===== src/rtl/alu_wb_stage.sv =====
// ALU writeback stage: 2-entry in-order skid FIFO that retires ALU results and
// commits NZCV flags on retire, plus a condition-code evaluator on those flags.
module alu_wb_stage #(
  parameter int DATA_W = 32,
  parameter int RD_W   = 4
) (
  input  logic              clk,
  input  logic              rst,
  input  logic              in_valid,
  output logic              in_ready,
  input  logic [DATA_W-1:0] in_r1,
  input  logic [RD_W-1:0]   in_rd,
  input  logic              in_wen,
  input  logic              in_n,
  input  logic              in_z,
  input  logic              in_c,
  input  logic              in_v,
  input  logic              in_setflags,
  output logic              out_valid,
  input  logic              out_ready,
  output logic [DATA_W-1:0] out_r1,
  output logic [RD_W-1:0]   out_rd,
  output logic              out_wen,
  output logic [3:0]        flags_nzcv,
  input  logic [3:0]        cond,
  output logic              cond_pass,
  output logic [1:0]        occupancy
);

  typedef enum logic [1:0] {
    EMPTY = 2'd0,
    ONE   = 2'd1,
    FULL  = 2'd2
  } state_t;

  state_t state, next_state;

  logic [DATA_W-1:0] mem_r1   [2];
  logic [RD_W-1:0]   mem_rd   [2];
  logic              mem_wen  [2];
  logic [3:0]        mem_nzcv [2];
  logic              mem_setf [2];
  logic              wr_ptr;
  logic              rd_ptr;
  logic              push;
  logic              pop;

  // in_ready depends only on the state register, so out_ready never reaches it
  assign push = in_valid & in_ready;
  assign pop  = out_valid & out_ready;

  always_ff @(posedge clk) begin
    if (rst) begin
      state <= EMPTY;
    end else begin
      state <= next_state;
    end
  end

  always_comb begin
    next_state = state;
    case (state)
      EMPTY: if (push) next_state = ONE;
      ONE: begin
        if (push && !pop)      next_state = FULL;
        else if (pop && !push) next_state = EMPTY;
      end
      FULL: if (pop) next_state = ONE;
      default: next_state = EMPTY;
    endcase
  end

  always_comb begin
    in_ready  = (state != FULL);
    out_valid = (state != EMPTY);
    occupancy = state;
  end

  always_ff @(posedge clk) begin
    if (rst) begin
      wr_ptr <= 1'b0;
      rd_ptr <= 1'b0;
      for (int i = 0; i < 2; i++) begin
        mem_r1[i]   <= '0;
        mem_rd[i]   <= '0;
        mem_wen[i]  <= 1'b0;
        mem_nzcv[i] <= 4'b0000;
        mem_setf[i] <= 1'b0;
      end
    end else begin
      if (push) begin
        mem_r1[wr_ptr]   <= in_r1;
        mem_rd[wr_ptr]   <= in_rd;
        mem_wen[wr_ptr]  <= in_wen;
        mem_nzcv[wr_ptr] <= {in_n, in_z, in_c, in_v};
        mem_setf[wr_ptr] <= in_setflags;
        wr_ptr           <= ~wr_ptr;
      end
      if (pop) begin
        rd_ptr <= ~rd_ptr;
      end
    end
  end

  // Flags commit only when the head entry retires, never on push
  always_ff @(posedge clk) begin
    if (rst) begin
      flags_nzcv <= 4'b0000;
    end else if (pop && mem_setf[rd_ptr]) begin
      flags_nzcv <= mem_nzcv[rd_ptr];
    end
  end

  always_comb begin
    out_r1  = out_valid ? mem_r1[rd_ptr]  : '0;
    out_rd  = out_valid ? mem_rd[rd_ptr]  : '0;
    out_wen = out_valid ? mem_wen[rd_ptr] : 1'b0;
  end

  logic fn, fz, fc, fv;
  assign {fn, fz, fc, fv} = flags_nzcv;

  always_comb begin
    cond_pass = 1'b0;
    case (cond)
      4'h0: cond_pass = fz;
      4'h1: cond_pass = !fz;
      4'h2: cond_pass = fc;
      4'h3: cond_pass = !fc;
      4'h4: cond_pass = fn;
      4'h5: cond_pass = !fn;
      4'h6: cond_pass = fv;
      4'h7: cond_pass = !fv;
      4'h8: cond_pass = fc & !fz;
      4'h9: cond_pass = !fc | fz;
      4'hA: cond_pass = (fn == fv);
      4'hB: cond_pass = (fn != fv);
      4'hC: cond_pass = !fz & (fn == fv);
      4'hD: cond_pass = fz | (fn != fv);
      4'hE: cond_pass = 1'b1;
      4'hF: cond_pass = 1'b0;
      default: cond_pass = 1'b0;
    endcase
  end

endmodule


===== config.mk =====
export PLATFORM = sky130hd
export DESIGN_NAME = alu_wb_stage
export DESIGN_NICKNAME = d
export VERILOG_FILES = /design/src/rtl/alu_wb_stage.sv
export SDC_FILE = /design/constraint.sdc
export NUM_CORES = 1
export LEC_CHECK = 0
export ABC_AREA = 0
export CAP_MARGIN = 20
export CORE_UTILIZATION = 54
export DETAILED_ROUTE_END_ITERATION = 6
export GPL_TIMING_DRIVEN = 0
export PLACE_DENSITY = 0.94
export SLEW_MARGIN = 20
export SYNTH_ARGS = -nofsm -noshare
export SYNTH_HDL_FRONTEND = slang
export SYNTH_SLANG_ARGS = --single-unit

===== constraint.sdc =====
create_clock -name clk -period 6.6 [get_ports clk]
set_input_delay 1.32 -clock clk [delete_from_list [all_inputs] [get_ports clk]]
set_output_delay 1.32 -clock clk [all_outputs]
set_load 0.02 [all_outputs]

==> impl_metrics.yaml, run 1 <==
logic_synthesis:
  synth_area_leader_cell: "sky130_fd_sc_hd__edfxtp_1"
  ys_warn_count: 0
  sequential_cell_area_fraction_in_the_yosys_report_pct: 65.0
  async_reset_ff_share_pct: 0
  synth_enable_flop_cells: 84
  synthesized_nets: 369
  synth_ff_type: "sky130_fd_sc_hd__edfxtp_1"
  synth.cell_area_um2: 4160
  yosys-top-cells-count: "sky130_fd_sc_hd__and2_1 (84), sky130_fd_sc_hd__edfxtp_1 (84), sky130_fd_sc_hd__nor2_1 (48)"
  netlist-cell-type-count: 30
  synth_top_cells_by_area: "sky130_fd_sc_hd__edfxtp_1 (61%), sky130_fd_sc_hd__and2_1 (13%), sky130_fd_sc_hd__mux2i_1 (11%)"
  syn_inst: 318
  post_synth.cell_area_avg_um2: 13.1
  post-synth-top-area-fraction_pct: 60.6
  ys_ff_latch: 93
grt:
  grt_pass1_wl_um: 13800
  grt_use_total_pct: 22.4
  antenna_found_initial: 0
  pin_count_of_the_biggest_net_entering_global_routing: 43
  grt_total_ovfl: 0
  grt_pass1_vias: 2907
timing:
  hold_violations: 0
  final.period_utilization_pct: 74.0
  fin_setup_tns_ns: 0
  tightestPinTransition_ns: 1.05
  final.setup_skew_ns: 0.00538
  unrepaired_setup_endpoints_after_global_routing: "false"
  finalWorstPathRequiredPeriod_ns: 4.88
  drv_slew: 0
  finalSetupViolations: 0
  slew_headroom_pct: 29.8
  fmaxAchievable_mhz: 205
cells_and_area:
  drive_above_1_share_pct: 5.83
  layout-area-overhead-vs-synth_pct: 31.5
  num-fill-cells: 473
  postLayoutCoreUtil_pct: 74.6
  diodes: 0
  ff_latch_area_um2: 2700
  num-nets-final: 476
  multi_input_area_um2: 1390
  finalInstanceArea_um2: 5470
die:
  floorplan.core_area_um2: 7330
  io_pins: 96
  start_util_pct: 56.8
  floorplan.rows: 31
  dieHeight_um: 89.8
  dieArea_um2: 8060
  die-width_um: 89.8
detailed_routing:
  met2_routed_length_um: 4480
  vias_per_cell: 5.18
  wirelength_um: 8330
  wl_met3_um: 345
  route.detailed.drc: 0
  antenna_violating_nets_post_route: 0
  number_of_drc_markers_after_the_initial_detailed_route_iteration: 110
  dr.max_layer_used: "met4"
  via_count: 2736
  detail_route.wirelength.met1_um: 3270
  wl_per_cell_um: 15.8
  dr.pass1.iters: 4
clocking:
  cts_max_path_buffers: 2
  cts_htree_levels: 3
  clkSlewWorstSetupHoldPaths_ns: 0.08
  cts_made_buffers: 9
  ctsRootBufferMaster: "sky130_fd_sc_hd__clkbuf_8"
  cts_tree: "yes"
  cts_repair_resize_count: 0
  clock_latency_ns: 0.34
  clock_sinks: 93
  postCtsSetupRepairBufs: 0
  cts_hold_buffers: 0
placed_design:
  routabilityCongestion: 0.738
  post_dp_cell_area_um2: 5270
  detailed_placement_hpwl_um: 5820
  placement.io_buffers: 95
setup_path:
  crit_fanout: 6
  critical_path_required_ns: 5.28
  endpoint_kind: "output pin"
  worstSetupPathType: "in -> out"
  critical_path_arrival_ns: 3.56
  start_kind: "input pin"
job:
  cap_viol_max_count: 0
power_and_ir_drop:
  cellPowerDensity_nw_per_um2: 240
  static-leakage-power_nw: 1.97
  vdd.ir_drop.worst_uv: 131
hold_path:
  hp-class: "reg -> reg"
run_status:
  outcome: "finished, final reports clean"
==> power breakdown <==
group          internal, mW  switching, mW  leakage (nW)
Clock                 0.212          0.186         0.103
Combinational         0.102          0.110         0.905
Sequential            0.690         0.0146         0.966
Total                  1.00          0.311          1.97
==> worst paths after layout <==
check / start / endpoint / cells after the start / slack, ns
worst min-delay path: flags_nzcv[1]$_SDFFE_PP0P_ / flags_nzcv[1]$_SDFFE_PP0P_ / 2 / 0.54
worst max-delay path: cond[2] / cond_pass / 6 / 1.72
worst max register to register: occupancy[0]$_SDFFE_PP0P_ / mem_r1[1][0]$_SDFFCE_PN0P_ / 4 / 4.02
worst min register to register: flags_nzcv[1]$_SDFFE_PP0P_ / flags_nzcv[1]$_SDFFE_PP0P_ / 2 / 0.54
==> final cells by class <==
type	count	share of cell area, %
flip-flops and latches	93	49.4
multi-input cells	204	25.3
repair buffers	96	17.7
clock buffers	11	2.40
well taps	99	2.26
clock inverters	4	1.35
plain buffers	18	1.33
inverters	3	0.206
==> cell usage in the layout, fill, tap and decap left out, types with 3 or more instances in the layout <==
cell type	instances
sky130_fd_sc_hd__clkbuf_1	14
sky130_fd_sc_hd__and2_1	84
sky130_fd_sc_hd__clkdlybuf4s50_1	95
sky130_fd_sc_hd__dfxtp_1	9
sky130_fd_sc_hd__a211oi_1	4
sky130_fd_sc_hd__clkbuf_8	9
sky130_fd_sc_hd__inv_1	3
sky130_fd_sc_hd__nor2_1	48
sky130_fd_sc_hd__xor2_1	3
sky130_fd_sc_hd__buf_2	4
sky130_fd_sc_hd__mux2i_1	44
sky130_fd_sc_hd__edfxtp_1	84
==> registers in the layout, summed over array words and instances (netlist names), named ones only <==
name,count
mem_wen,2
mem_nzcv,8
flags_nzcv,4
rd_ptr,1
mem_r1,64
wr_ptr,1
mem_rd,8
mem_setf,2
occupancy,2
==> logic make-up (layout without fill, tap and decap cells) <==
group	after synthesis	count (layout)	synth area share, %
mux	44	44	10.6
fa+ha+maj	1	1	0.301
simple gates	144	144	19.2
compound gates	11	11	2.14
flops	93	93	65.0
xor+xnor	4	4	0.842
buf+inv	21	132	2.02
==> per-stage QoR <==
stage / power (mW) / instances / hold slack, ns / setup slack, ns
floorplan: 0.830 / 318 / 0.531 / 2.68
global placement: 0.920 / 512 / 0.519 / 1.26
detailed placement: 0.932 / 513 / 0.529 / 1.71
CTS: 1.32 / 528 / 0.541 / 1.71
global route: 1.37 / 528 / 0.584 / 1.61
finish: 1.32 / 528 / 0.538 / 1.72
==> per-layer routing <==
metal / vias up / global-route usage [%]
met2: 82 / 40.5
met1: 1317 / 25.3
li1: 1317 / -
met5: - / 0
met3: 20 / 3.89
met4: 0 / 11.3
==> critical path, stage by stage <==
cell and delay [ns]:
sky130_fd_sc_hd__clkdlybuf4s50_1 0.50, sky130_fd_sc_hd__or4b_1 0.50, sky130_fd_sc_hd__and3_1 0.19, sky130_fd_sc_hd__a221oi_2 0.25, sky130_fd_sc_hd__xor2_1 0.18, sky130_fd_sc_hd__clkdlybuf4s50_1 0.62
(Power assumes the default switching activity.)
==> inputs of run 2 (changes only) <==
CORE_UTILIZATION = 50   (was 54)
PLACE_DENSITY = 0.89   (was 0.94)
clock period = 4.9 ns   (was 6.6 ns; I/O delays follow)
==> run 2 against run 1 <==
Non-clock buffer count unchanged. Cell count up 0.76%. Sequential power up 35%. Final area about the same. Worst hold slack better by 0.014 ns. Flip-flop and latch count unchanged. Die area up 7.8%. Critical path depth unchanged. Clock skew up 0.0014 ns. Largest power group unchanged. Via count about the same.
==> impl_metrics.yaml, run 2 (synthesis gave the netlist of run 1 again) <==
run_status:
  outcome: "finished, final reports clean"
detailed_routing:
  number_of_drc_markers_after_the_initial_detailed_route_iteration: 89
  wl_per_cell_um: 15.2
  wirelength_um: 8070
  route.detailed.drc: 0
  vias_per_cell: 5.15
  dr.pass1.iters: 4
  via_count: 2738
  antenna_violating_nets_post_route: 0
power_and_ir_drop:
  static-leakage-power_nw: 1.97
  cellPowerDensity_nw_per_um2: 317
  power_frac_clock_pct: 28.9
  power.net_switching_mw: 0.432
  internal_power_mw: 1.31
  power.share.combinational_pct: 16.5
  vdd.ir_drop.worst_uv: 173
  power.share.switching_pct: 24.9
  design_power_total_mw: 1.74
  seq_power_share_pct: 54.6
cells_and_area:
  flip_flop_count_of_the_largest_register_after_layout: 64
  postLayoutCoreUtil_pct: 69.4
  layout_commonest_cell: "sky130_fd_sc_hd__clkdlybuf4s50_1"
  top_regs: "mem_r1 (64), mem_nzcv (8), mem_rd (8)"
  diodes: 0
  layout-area-overhead-vs-synth_pct: 31.6
  finalInstanceArea_um2: 5470
  final_cell_mix: "sky130_fd_sc_hd__clkdlybuf4s50_1 (95), sky130_fd_sc_hd__and2_1 (84), sky130_fd_sc_hd__edfxtp_1 (84)"
  stdcell_count: 532
  num-nets-final: 476
  drive_above_1_share_pct: 6.28
  top_register: "mem_r1"
setup_path:
  critical_path_arrival_ns: 3.21
  setup.worst_path.start: "cond[2]"
  crit_fanout: 6
  cp_common_cell: "sky130_fd_sc_hd__clkdlybuf4s50_1"
  r2r_start: "occupancy[0]$_SDFFE_PP0P_"
  start_kind: "input pin"
  crit_path_top_delay_cell: "sky130_fd_sc_hd__clkdlybuf4s50_1"
  worstSetupPathType: "in -> out"
  cp_cell_sequence: "clkdlybuf4s50_1, or4b_1, and3_1, a221oi_2, xor2_1, clkdlybuf4s50_1"
  crit_path_max_incr_delay_ns: 0.61
  critical_path_required_ns: 3.92
  endpoint_kind: "output pin"
timing:
  fmaxAchievable_mhz: 239
  worst_hold_slack_ns: 0.552
  final.period_utilization_pct: 85.5
  final.setup_skew_ns: 0.00673
  unrepaired_setup_endpoints_after_global_routing: "false"
  finalSetupViolations: 0
  drv_slew: 0
  worst_slack_ns: 0.709
  tightestPinTransition_ns: 1.06
  fin_setup_tns_ns: 0
  slew_headroom_pct: 29.0
  finalWorstPathRequiredPeriod_ns: 4.19
  hold_violations: 0
grt:
  grt_pass1_vias: 2784
  grt_use_total_pct: 19.5
  antenna_found_initial: 0
  pin_count_of_the_biggest_net_entering_global_routing: 43
  grt_total_ovfl: 0
  grt_pass1_wl_um: 12800
hold_path:
  hold_path_startpoint: "flags_nzcv[1]$_SDFFE_PP0P_"
  hp-class: "reg -> reg"
die:
  start_util_pct: 52.7
  io_pins: 96
  die-width_um: 93.2
  floorplan.rows: 32
  floorplan.core_area_um2: 7890
  dieArea_um2: 8690
  dieHeight_um: 93.2
clocking:
  cts_htree_levels: 3
  cts_hold_buffers: 0
  clock_sinks: 93
  ctsRootBufferMaster: "sky130_fd_sc_hd__clkbuf_8"
  postCtsSetupRepairBufs: 0
  cts_repair_resize_count: 0
  cts_tree: "yes"
  cts_made_buffers: 9
  clock_latency_ns: 0.35
  cts_max_path_buffers: 2
  clkSlewWorstSetupHoldPaths_ns: 0.09
placed_design:
  detailed_placement_hpwl_um: 5700
  detailedPlace.worstSlack_ns: 0.720
  post_dp_cell_area_um2: 5280
  routabilityCongestion: 0.685
  placement.io_buffers: 95
  dp_cells: 516
job:
  cap_viol_max_count: 0
run 2: final cells by class:
| type | instances | area [um^2] |
|---|---|---|
| repair buffers | 96 | 978 |
| fillers | 581 | 2410 |
| inverters | 3 | 11.3 |
| flip-flops and latches | 93 | 2700 |
| well taps | 102 | 128 |
| plain buffers | 18 | 72.6 |
| multi-input cells | 204 | 1390 |
| clock inverters | 7 | 72.6 |
| clock buffers | 9 | 124 |
run 2: layer usage:
layer	up-vias	GRT usage [%]	share of wire [%]
met5	-	0	0
met1	1332	22.6	42
met2	71	35.5	52
met3	15	3.90	4.6
li1	1320	-	-
met4	0	7.18	1.6
run 2: critical path: cells and delay by family:
| kind | cells | cell delay, ns |
|---|---|---|
| AO/OA/AOI/OAI | 1 | 0.26 |
| XOR/XNOR | 1 | 0.17 |
| buffers and inverters | 2 | 1.11 |
| AND/OR/NAND/NOR | 2 | 0.68 |
run 2: final timing paths:
kind,slack (ns),depth (start not counted),to
worst max register to register,2.31,4,mem_r1[1][17]$_SDFFCE_PN0P_
worst min-delay path,0.55,2,flags_nzcv[1]$_SDFFE_PP0P_
worst min register to register,0.55,2,flags_nzcv[1]$_SDFFE_PP0P_
worst max-delay path,0.71,6,cond_pass
run 2: power groups by stage:
stage	clock, mW	sequential, mW	combinational, mW
floorplan	0	0.965	0.153
global placement	0	0.965	0.274
detailed placement	0	0.968	0.288
CTS	0.510	0.950	0.289
global route	0.537	0.955	0.309
finish	0.502	0.949	0.286
==> inputs of run 3 (changes only) <==
CTS_CLUSTER_SIZE = 8   (was not set)
SLEW_MARGIN = not set   (was 20)
==> results of run 3 <==
Final layout, timing and power as in run 2 (identical DEF).
